<file path="src/rtl/sensor_stream_parser.sv">
// Byte-wise parser for the iRobot sensor stream frame [HDR, N, (ID, data...)*, CSUM].
// Checksum-good frames commit bumps/distance/angle; bad or stalled frames are dropped and counted.
module sensor_stream_parser #(
  parameter logic [7:0] HEADER  = 8'd19,
  parameter int         TIMEOUT = 100000,
  parameter int         TO_W    = 17
) (
  input  logic        clk,
  input  logic        rst,
  input  logic        byte_valid,
  input  logic [7:0]  byte_in,
  output logic [7:0]  bumps,
  output logic [15:0] distance,
  output logic [15:0] angle,
  output logic        frame_valid,
  output logic        frame_err,
  output logic [7:0]  err_cnt,
  output logic        busy
);

  localparam logic [2:0] S_HDR  = 3'd0;
  localparam logic [2:0] S_LEN  = 3'd1;
  localparam logic [2:0] S_ID   = 3'd2;
  localparam logic [2:0] S_DATA = 3'd3;
  localparam logic [2:0] S_CSUM = 3'd4;

  localparam logic [1:0] K_BUMP = 2'd0;
  localparam logic [1:0] K_DIST = 2'd1;
  localparam logic [1:0] K_ANG  = 2'd2;

  localparam logic [TO_W-1:0] TO_LAST = TO_W'(TIMEOUT - 1);

  function automatic logic [7:0] sat_inc(input logic [7:0] v);
    return (v == 8'hFF) ? v : v + 8'd1;
  endfunction

  logic [2:0]         state_q, state_d;
  logic [7:0]         acc_q, acc_d;
  logic [7:0]         rem_q, rem_d;
  logic [1:0]         need_q, need_d;
  logic [1:0]         kind_q, kind_d;
  logic [2:0]         seen_q, seen_d;
  logic [7:0]         sh_bumps_q, sh_bumps_d;
  logic signed [15:0] sh_dist_q, sh_dist_d;
  logic signed [15:0] sh_ang_q, sh_ang_d;
  logic [7:0]         bumps_q, bumps_d;
  logic signed [15:0] dist_q, dist_d;
  logic signed [15:0] ang_q, ang_d;
  logic               fv_q, fv_d;
  logic               fe_q, fe_d;
  logic [7:0]         err_q, err_d;
  logic [TO_W-1:0]    to_q, to_d;

  logic [7:0] sum;
  logic [1:0] need_n;
  logic [1:0] kind_n;
  logic       id_bad;
  logic       bad;

  assign sum = acc_q + byte_in;

  always_comb begin
    need_n = 2'd0;
    kind_n = K_BUMP;
    id_bad = 1'b0;
    case (byte_in)
      8'd7:    begin need_n = 2'd1; kind_n = K_BUMP; end
      8'd19:   begin need_n = 2'd2; kind_n = K_DIST; end
      8'd20:   begin need_n = 2'd2; kind_n = K_ANG;  end
      default: id_bad = 1'b1;
    endcase
    // rem_q >= 1 here, so "need > rem-1" is the same as "rem <= need".
    if (rem_q <= {6'd0, need_n}) id_bad = 1'b1;
  end

  always_comb begin
    state_d    = state_q;
    acc_d      = acc_q;
    rem_d      = rem_q;
    need_d     = need_q;
    kind_d     = kind_q;
    seen_d     = seen_q;
    sh_bumps_d = sh_bumps_q;
    sh_dist_d  = sh_dist_q;
    sh_ang_d   = sh_ang_q;
    bumps_d    = bumps_q;
    dist_d     = dist_q;
    ang_d      = ang_q;
    fv_d       = 1'b0;
    fe_d       = 1'b0;
    err_d      = err_q;
    bad        = 1'b0;
    to_d       = (byte_valid || state_q == S_HDR) ? '0 : to_q + 1'b1;

    if (byte_valid) begin
      case (state_q)
        S_HDR: begin
          if (byte_in == HEADER) begin
            state_d = S_LEN;
            acc_d   = HEADER;
            seen_d  = 3'b000;
          end
        end
        S_LEN: begin
          acc_d   = sum;
          rem_d   = byte_in;
          state_d = (byte_in == 8'd0) ? S_CSUM : S_ID;
        end
        S_ID: begin
          acc_d = sum;
          if (id_bad) begin
            bad = 1'b1;
          end else begin
            rem_d   = rem_q - 8'd1;
            need_d  = need_n;
            kind_d  = kind_n;
            state_d = S_DATA;
          end
        end
        S_DATA: begin
          acc_d  = sum;
          rem_d  = rem_q - 8'd1;
          need_d = need_q - 2'd1;
          seen_d[kind_q] = 1'b1;
          // Multi-byte values arrive high byte first, so shift left.
          case (kind_q)
            K_BUMP:  sh_bumps_d = byte_in;
            K_DIST:  sh_dist_d  = {sh_dist_q[7:0], byte_in};
            default: sh_ang_d   = {sh_ang_q[7:0], byte_in};
          endcase
          if (need_q == 2'd1) state_d = (rem_q == 8'd1) ? S_CSUM : S_ID;
        end
        S_CSUM: begin
          state_d = S_HDR;
          if (sum == 8'd0) begin
            fv_d = 1'b1;
            if (seen_q[K_BUMP]) bumps_d = sh_bumps_q;
            if (seen_q[K_DIST]) dist_d  = sh_dist_q;
            if (seen_q[K_ANG])  ang_d   = sh_ang_q;
          end else begin
            bad = 1'b1;
          end
        end
        default: state_d = S_HDR;
      endcase
    end else if (state_q != S_HDR && to_q == TO_LAST) begin
      bad = 1'b1;
    end

    if (bad) begin
      state_d = S_HDR;
      seen_d  = 3'b000;
      fe_d    = 1'b1;
      err_d   = sat_inc(err_q);
    end
  end

  always_ff @(posedge clk) begin
    if (rst) begin
      state_q    <= S_HDR;
      acc_q      <= '0;
      rem_q      <= '0;
      need_q     <= '0;
      kind_q     <= K_BUMP;
      seen_q     <= '0;
      sh_bumps_q <= '0;
      sh_dist_q  <= '0;
      sh_ang_q   <= '0;
      bumps_q    <= '0;
      dist_q     <= '0;
      ang_q      <= '0;
      fv_q       <= 1'b0;
      fe_q       <= 1'b0;
      err_q      <= '0;
      to_q       <= '0;
    end else begin
      state_q    <= state_d;
      acc_q      <= acc_d;
      rem_q      <= rem_d;
      need_q     <= need_d;
      kind_q     <= kind_d;
      seen_q     <= seen_d;
      sh_bumps_q <= sh_bumps_d;
      sh_dist_q  <= sh_dist_d;
      sh_ang_q   <= sh_ang_d;
      bumps_q    <= bumps_d;
      dist_q     <= dist_d;
      ang_q      <= ang_d;
      fv_q       <= fv_d;
      fe_q       <= fe_d;
      err_q      <= err_d;
      to_q       <= to_d;
    end
  end

  assign bumps       = bumps_q;
  assign distance    = dist_q;
  assign angle       = ang_q;
  assign frame_valid = fv_q;
  assign frame_err   = fe_q;
  assign err_cnt     = err_q;
  assign busy        = (state_q != S_HDR);

endmodule

</file>
<file path="config.mk">
export PLATFORM = sky130hd
export DESIGN_NAME = sensor_stream_parser
export DESIGN_NICKNAME = d
export VERILOG_FILES = /design/src/rtl/sensor_stream_parser.sv
export SDC_FILE = /design/constraint.sdc
export NUM_CORES = 1
export LEC_CHECK = 0
export BUFFER_PORTS_ARGS = -buffer_cell sky130_fd_sc_hd__buf_2
export CORE_ASPECT_RATIO = 0.7
export CORE_MARGIN = 1.5
export CORE_UTILIZATION = 50
export DETAILED_ROUTE_END_ITERATION = 10
export PLACE_DENSITY = 0.67
export SETUP_SLACK_MARGIN = 0.2
export SKIP_CTS_REPAIR_TIMING = 1
export SLEW_MARGIN = 25
export SYNTH_ARGS = -nofsm -noshare
export SYNTH_HDL_FRONTEND = slang
export SYNTH_SLANG_ARGS = --single-unit
</file>
<file path="constraint.sdc">
create_clock -name clk -period 9.5 [get_ports clk]
set_input_delay 0.95 -clock clk [delete_from_list [all_inputs] [get_ports clk]]
set_output_delay 0.95 -clock clk [all_outputs]
set_load 0.005 [all_outputs]
</file>
* Word level (Yosys, flattened, before mapping)
Cells that the tools add are included.
Operators by class: shifts and indexed selects 0, reductions and logical operators 32, add/sub/neg operators 5, multiply operators 0, muxes and demuxes 27, eq/ne operators 15, order comparisons 3, bitwise logic cells 6, divide/modulo/power cells 0
Operator list (count):
- case mux 8 bit (3 select lines) | 1
- AND reduction 3 bit | 8
- two-way mux 3 bit | 6
- adder 17 x 1 -> 17 bit (second input constant) | 1
- equality test 17 bit (second input constant) | 1
- equality test 8 x 5 -> 1 bit (second input constant) | 2
- logical NOT 8 bit | 2
- two-way mux 8 bit | 2
- case mux 8 bit (2 select lines) | 1
- AND reduction 4 bit | 4
- case mux 2 bit (2 select lines) | 3
- case mux 3 bit (4 select lines) | 1
- two-way mux 1 bit | 9
- OR reduction 3 bit | 3
- adder 8 x 1 -> 8 bit (second input constant) | 1
- adder 8 bit | 1
- equality test 8 x 1 -> 1 bit (second input constant) | 1
- equality test 8 x 3 -> 1 bit (second input constant) | 1
- equality test 8 bit (second input constant) | 1
- less-or-equal comparator 8 x 2 -> 1 bit | 1
- OR reduction 2 bit | 4
- subtractor 8 x 1 -> 8 bit (second input constant) | 1
- equality test 3 x 2 -> 1 bit (second input constant) | 2
- case mux 3 bit (2 select lines) | 1
- other kinds (20) | 30
Storage, ports and cells: latch bits 0, bits in registers 133, output and inout bits 51, ROM bits 0, memory bits (writable) 0, memories 0

* Longest topological paths before layout
Gate-level depths: netlist of run 1.
depth after elaboration 9, gate-level depth with buffers 13, gate-level depth less buffers 11

* Worst setup path after synthesis of run 1
No wires, ideal clock.
path type input port to flip-flop, from input port byte_in[3], to register err_q[3] (netlist: err_cnt[3]), data arrival time 3.588 ns, required time 9.430 ns, cell stages on the path 11, buffers on the path 0, path slack 5.842 ns, path through or4_1 > or3_1 > inv_1 > ha_1 > nor2b_1 > o21ai_0 > a22oi_4 > o211a_2 > a31o_4 > or4_1 > a21oi_1
On the way: longest elaborated chain between the ends 9, elaborated cells between the ends (all ways) 16
Ends and longest elaborated chain:
- from (decl) | line 11 | input logic [7:0] byte_in,
- equality test 8 x 5 -> 1 bit | line 66 | case (byte_in)
- OR reduction 2 bit (no line)
- case mux 2 bit (2 select lines) | line 66
- less-or-equal comparator 8 x 2 -> 1 bit | line 73 | if (rem_q <= {6'd0, need_n}) id_bad = 1'b1;
- two-way mux 1 bit | line 73
- two-way mux 1 bit | line 111 | if (id_bad) begin
- case mux 1 bit (2 select lines) * | line 96 | case (state_q)
- two-way mux 1 bit * | line 95 | if (byte_valid) begin
- AND reduction 2 bit (no line) *
- to (signal assigned) | line 191 | err_q <= err_d;
- to (decl) | line 51 | logic [7:0] err_q, err_d;
Every way passes the cells marked *; elsewhere a longest branch is shown, timed or not. A chain may end at the register's enable or synchronous reset.

* Worst setup path after layout of run 1
from input port byte_in[3], to register err_q[4] (netlist: err_cnt[4])
Same word-level chain as after synthesis.

==> impl_summary.log, run 1 <==
INFO  metric run_status = finished clean
INFO  metric synth_area_leader_cell = dfxtp_1
INFO  metric global_route_wire_length_before_repair = approximately 22000 um
INFO  metric clk_pin_slew = 60 ps
INFO  metric crit_path_cell_trace = buf_2 -> nor4_1 -> o211ai_2 -> ha_1 -> nor2b_1 -> o21ai_0 -> a22oi_4 -> o211a_2 -> a31o_4 -> or4_1 -> a21oi_1
INFO  metric max-clock-path-buffers = 2
INFO  metric flow.area_growth_from_synthesis = 16.2%
INFO  metric floorplan.die.height = 93.6 um
INFO  metric vdd_ir_drop_max = 0.129 mV
INFO  metric numCtsBuffers = 17
INFO  metric critPathMaxFanout = 14
INFO  metric synthDistinctLibCells = 64
INFO  metric max_slew_margin = 0.390
INFO  metric synthesis.instances = 677
INFO  metric synth-warning-count = 0
INFO  metric place_congestion = around 0.87
INFO  metric timing.critical_path.from = byte_in[3]
INFO  metric holdCritPathClass = flip-flop to flip-flop
INFO  metric grt-ovfl-total = 0
INFO  metric worst-slew-pin-transition = between 900 and 1000 ps
INFO  metric hold_violations = 0
INFO  metric timing.setup.tns = 0 ps
INFO  metric grt_setup_unrepaired = false
INFO  metric finalClockSkew = between 10 and 15 ps
INFO  metric fin_total_pwr = about 1300 uW
INFO  metric logic_depth_of_the_worst_path_buffers_included = 11
INFO  metric grt_antenna_before_repair = 0
INFO  metric post_synth_instance_area = around 0.006 mm2
INFO  metric synth_enable_flop_cells = 0
INFO  metric synth.top_cells.by_area = dfxtp_1 45%, mux2i_1 8.7%, nor2_1 6.3%
INFO  metric postSynthNetCount = approximately 700
INFO  metric timing_worst_setup_path_type = input pin to flip-flop
INFO  metric synth.ff_latch_count = approximately 130
INFO  metric hold_path_depth = 1
INFO  metric post-synth-top-count-cell = dfxtp_1
INFO  metric first_global_vias = 4599
INFO  metric drtIter0Drc = 317
INFO  metric tritoncts_clock_tree = done
INFO  metric multi_input_comb_area = 0.00298 mm2
INFO  metric groute.usage.overall = 0.228
INFO  metric clock_sink_count = 133
INFO  metric antennaDiodeCount = 0
INFO  metric layout.area.seq = 0.00266 mm2
INFO  metric worstPathRequired = approximately 9800 ps
INFO  metric worst_path_dominant_cell_family = compound AO/OA/AOI/OAI gates
INFO  metric synth_seq_area_share = 0.455
INFO  metric wl_per_cell = between 15 and 20 um
INFO  metric async_reset_ff_frac = 0
INFO  metric routed_wl = roughly 14000 um
INFO  metric end_kind = flip-flop
INFO  metric die_area = between 0.01 and 0.015 mm2
INFO  metric critPathArrivalTime = 4130 ps
INFO  metric p_leak = around 0.0028 uW
INFO  metric report.final.setup_viol = 0
INFO  metric maxCapViolations = 0
INFO  metric cts_root_buffer = clkbuf_16
INFO  metric finalCritPeriodShare = 0.399
INFO  metric mean_instance_size_in_the_synthesized_netlist = 8.65 um2
INFO  metric power_density = around 190 mW/mm2
INFO  metric drive_above_1_share = 0.148
INFO  metric yosys_most_used_dff = dfxtp_1
INFO  metric dr_total_vias = ~5000
INFO  metric clk_latency = 420 ps
INFO  metric cpPeakStageDelay = approximately 600 ps
INFO  metric critPathLaunchType = input pin
INFO  metric min_period = 3790 ps
INFO  metric design.final.nets = between 700 and 800
INFO  metric worst_r2r_path_depth = 10
INFO  metric die_w = between 100 and 150 um
INFO  metric grt_start_max_net_pins = around 120
INFO  metric timing.critical_path.slowest_stage_cell = nor4_1
INFO  metric filler_cell_count = between 900 and 1000
INFO  metric floorplan.initialDensity = 0.522
INFO  metric postLayoutCoreUtil = 0.607
INFO  metric portBuffers = 61
INFO  metric achievable-frequency = around 0.26 GHz
INFO  metric route.antenna.remaining_nets = 0
INFO  metric hold_path.startpoint = to_q[0]
INFO  metric netlist_top_cells_count = 133 x dfxtp_1, 99 x nor2_1, 90 x nand2_1
INFO  metric drc = 0
INFO  metric i_o_pin_total = 62
INFO  metric cts.htree.levels = 4
INFO  metric report.final.slew_viol_count = 0
INFO  metric timing.rr.start = acc_q[0]
INFO  metric drt-vias-per-instance = ~5.6
INFO  metric post-dp-hpwl = about 8900 um
INFO  metric netlist.area_leader.share = 0.455
INFO  metric rows = 32
INFO  metric coreArea = ~0.011 mm2
INFO  metric drtPass1Iterations = 5
INFO  metric timing.critical_path.buf_inv = 1
## routing by layer
| metal | share of wire | GRT usage | vias up |
|---|---|---|---|
| met4 | 0.012 | 0.0824 | 0 |
| met3 | 0.056 | 0.0602 | 21 |
| li1 | - | - | 2462 |
| met2 | 0.44 | 0.360 | 150 |
| met5 | 0 | 0 | - |
| met1 | 0.49 | 0.303 | 2336 |
## area by class of cell
cell class | instances | area share
multi-input cells | 491 | 0.437
inverters | 20 | 0.0110
repair buffers | 62 | 0.0469
flip-flops and latches | 133 | 0.391
clock inverters | 14 | 0.0224
clock buffers | 18 | 0.0631
well taps | 153 | 0.0281
## cell families (layout without fill, tap and decap cells)
logic type | after synthesis | in the layout | share of synthesized area
and+or+nand+nor | 285 | 285 | 0.230
adders and majority gates | 15 | 15 | 0.0333
xor gates and xnor gates | 16 | 16 | 0.0239
AOI/OAI and AO/OA | 124 | 124 | 0.134
buffers and inverters | 53 | 114 | 0.0376
DFF | 133 | 133 | 0.455
muxes | 51 | 51 | 0.0872
## metrics by stage
stage               cells  hold slack [ps]  setup slack [ps]  area (um2)
CTS                   891              451              5790        6800
floorplan             677              413              5840        5860
detailed placement    859              443              5360        6220
global route          891              464              5480        6810
finish                891              445              5710        6810
global placement      859              423              5470        6220
## cell usage in the layout (no fill, tap or decap), drive strengths merged, types with 5 or more instances in the layout
cell type and count:
o31ai 5, o21ai 22, xor2 10, and3 8, a311oi 6, xnor2 6
dfxtp 133, a21oi 63, buf 62, nor3 10, or4 5, mux2i 51
nor2b 6, inv 22, nand3 23, nor4 6, clkinv 6, nor2 100
or3 9, ha 14, nand4 6, clkbuf 18, nand2 90
## flip-flops by register name, indices dropped and copies added (netlist names), 16 cells and up
name and count:
distance 16, sh_dist_q 16, to_q 17, angle 16, sh_ang_q 16
## where the power goes
part	switching, uW	internal [uW]	leakage (uW)
clock network	254	388	0.000273
registers	6.71	563	0.00107
logic	59.1	26.7	0.00148
## worst paths after layout
kind | end | slack [ps]
min | to_q[0] | 440
max reg2reg | angle[0] | 6360
min reg2reg | to_q[0] | 440
max | err_cnt[4] | 5710
Note: power is estimated with default switching activity, not from simulation.
==> inputs of run 2 (changes only) <==
Clock period 9.5 ns to 3.65 ns, I/O delays scaled along.
==> impl_summary.log, run 2 (synthesis results as in run 1) <==
INFO  metric critPathMostFrequentCell = or4_1
INFO  metric holdCritPathClass = input pin to flip-flop
INFO  metric floorplan.initialDensity = 0.522
INFO  metric report.final.setup_viol = 0
INFO  metric dr_total_vias = roughly 5000
INFO  metric critPathLaunchType = input pin
INFO  metric finalCritPeriodShare = 0.830
INFO  metric hold_path.startpoint = byte_in[7]
INFO  metric power_switching = 835 uW
INFO  metric fin_area = around 0.0069 mm2
INFO  metric wl_per_cell = about 15 um
INFO  metric regToRegSetupSlack = 660 ps
INFO  metric max_slew_margin = 0.506
INFO  metric hold_violations = 0
INFO  metric maxCapViolations = 0
INFO  metric critPathMaxFanout = 14
INFO  metric p_leak = 0.00289 uW
INFO  metric crit_path_cell_trace = buf_2 -> or4_1 -> or3_1 -> inv_1 -> ha_1 -> nor2b_1 -> o21ai_0 -> a22oi_4 -> o211a_2 -> a31o_4 -> or4_1 -> a21oi_1
INFO  metric end_kind = flip-flop
INFO  metric grt_antenna_before_repair = 0
INFO  metric i_o_pin_total = just over 60
INFO  metric critPathArrivalTime = 3370 ps
INFO  metric max-clock-path-buffers = 2
INFO  metric timing_worst_setup_path_type = input pin to flip-flop
INFO  metric drt-vias-per-instance = 5.56
INFO  metric timing.critical_path.slowest_stage_cell = or4_1
INFO  metric worstPathRequired = 3990 ps
INFO  metric tritoncts_clock_tree = done
INFO  metric drc = 0
INFO  metric clk_latency = 420 ps
INFO  metric design.final.nets = approximately 760
INFO  metric cpPeakStageDelay = 500 ps
INFO  metric flow.area_growth_from_synthesis = 17.4%
INFO  metric finalClockSkew = 7.26 ps
INFO  metric post-dp-hpwl = 9620 um
INFO  metric swShare = 0.250
INFO  metric drtIter0Drc = approximately 350
INFO  metric portBuffers = just over 60
INFO  metric layout.cells.most_common = dfxtp_1
INFO  metric report.final.slew_viol_count = 0
INFO  metric power.share.sequential = 0.444
INFO  metric drive_above_1_share = 0.160
INFO  metric cts_root_buffer = clkbuf_16
INFO  metric largest-register = to_q
INFO  metric die_w = ~130 um
INFO  metric hold_path_depth = 3
INFO  metric power.share.combinational = 0.068
INFO  metric clockPowerShare = 0.487
INFO  metric grt_start_max_net_pins = 74
INFO  metric hold_path_end = sh_dist_q[7]
INFO  metric largest_register_ff_count = 17
INFO  metric floorplan.die.height = roughly 94 um
INFO  metric vdd_ir_drop_max = 0.350 mV
INFO  metric drtPass1Iterations = 6
INFO  metric timing.rr.start = acc_q[0]
INFO  metric cts.htree.levels = 4
INFO  metric global_route_wire_length_before_repair = about 23000 um
INFO  metric grt-ovfl-total = 0
INFO  metric worst_r2r_path_depth = 10
INFO  metric clk_pin_slew = 60 ps
INFO  metric clock_sink_count = 133
INFO  metric groute.usage.overall = 0.236
INFO  metric place_congestion = between 0.8 and 0.9
INFO  metric first_global_vias = 4700
INFO  metric die_area = around 0.012 mm2
INFO  metric power_report.internal_total = 2500 uW
INFO  metric timing.setup.tns = 0 ps
INFO  metric min_period = approximately 3000 ps
INFO  metric power_density = around 490 mW/mm2
INFO  metric achievable-frequency = 0.330 GHz
INFO  metric antennaDiodeCount = 0
INFO  metric worst-slew-pin-transition = between 700 and 800 ps
INFO  metric coreArea = 0.0112 mm2
INFO  metric numCtsBuffers = 17
INFO  metric route.antenna.remaining_nets = 0
INFO  metric run_status = finished clean
INFO  metric critical_path.reg2reg.endpoint = err_cnt[5]
INFO  metric routed_wl = about 14000 um
INFO  metric rows = 32
INFO  metric placed_cell_area = ~0.0063 mm2
INFO  metric grt_setup_unrepaired = false
INFO  metric commonest_cells_after_routing_fill_and_taps_aside = 133 x dfxtp_1, 99 x nor2_1, 90 x nand2_1
run 2: changes by cell type in the layout (fill, tap and decap cells not counted), sizes merged:
cell,before,now
buf,62,74
clkinvlp,4,3
bufinv,2,1
inv,22,24
clkinv,6,5
clkbuf,18,19
run 2: how the worst max path moves through the flow:
stage | depth (start not counted) | from | slack (ps) | endpoint
2_1_floorplan | 11 | byte_in[3] | 580 | err_cnt[3]
3_3_place_gp | 12 | byte_in[3] | 280 | err_cnt[5]
3_5_place_dp | 12 | byte_in[3] | 240 | err_cnt[5]
4_1_cts | 12 | byte_in[3] | 630 | err_cnt[5]
5_1_grt | 12 | byte_in[3] | 450 | err_cnt[3]
6_report | 12 | byte_in[3] | 620 | err_cnt[5]
run 2: power groups by stage:
stage	logic, uW	registers [uW]	clock network, uW
after floorplan	159	1510	0
after global placement	216	1510	0
after detailed placement	221	1510	0
after CTS	223	1480	1640
after global routing	251	1480	1710
final	228	1480	1630
run 2: critical path: cells and delay by family:
kind,cells,cell delay [ps]
fa+ha+maj,1,160
compound gates,5,1120
simple gates,4,1490
buf+inv,2,240
run 2: final cells by class:
cell class / count / area (um2)
clock buffer: 19 / 443
inverter: 20 / 75.1
clock inverter: 13 / 123
timing repair buffer: 74 / 405
fill: 987 / 4340
sequential: 133 / 2660
tap: 153 / 191
multi-input combinational: 491 / 2970
run 2: metrics by stage:
step	power (uW)	utilization	worst slack, ps	std cells	hold slack, ps
5_1_grt	3440	0.613	448	903	323
3_5_place_dp	1740	0.563	236	871	445
3_3_place_gp	1730	0.563	284	871	425
4_1_cts	3350	0.613	635	903	280
6_report	3340	0.613	622	903	294
2_1_floorplan	1670	-	577	677	413
run 2: per-layer routing:
metal  track usage  routed length [um]  vias up
li1              -                   -     2473
met1         0.321                6800     2365
met2         0.362                6030      164
met3        0.0678                 870       22
met4        0.0778                 188        0
met5             0                   0        -
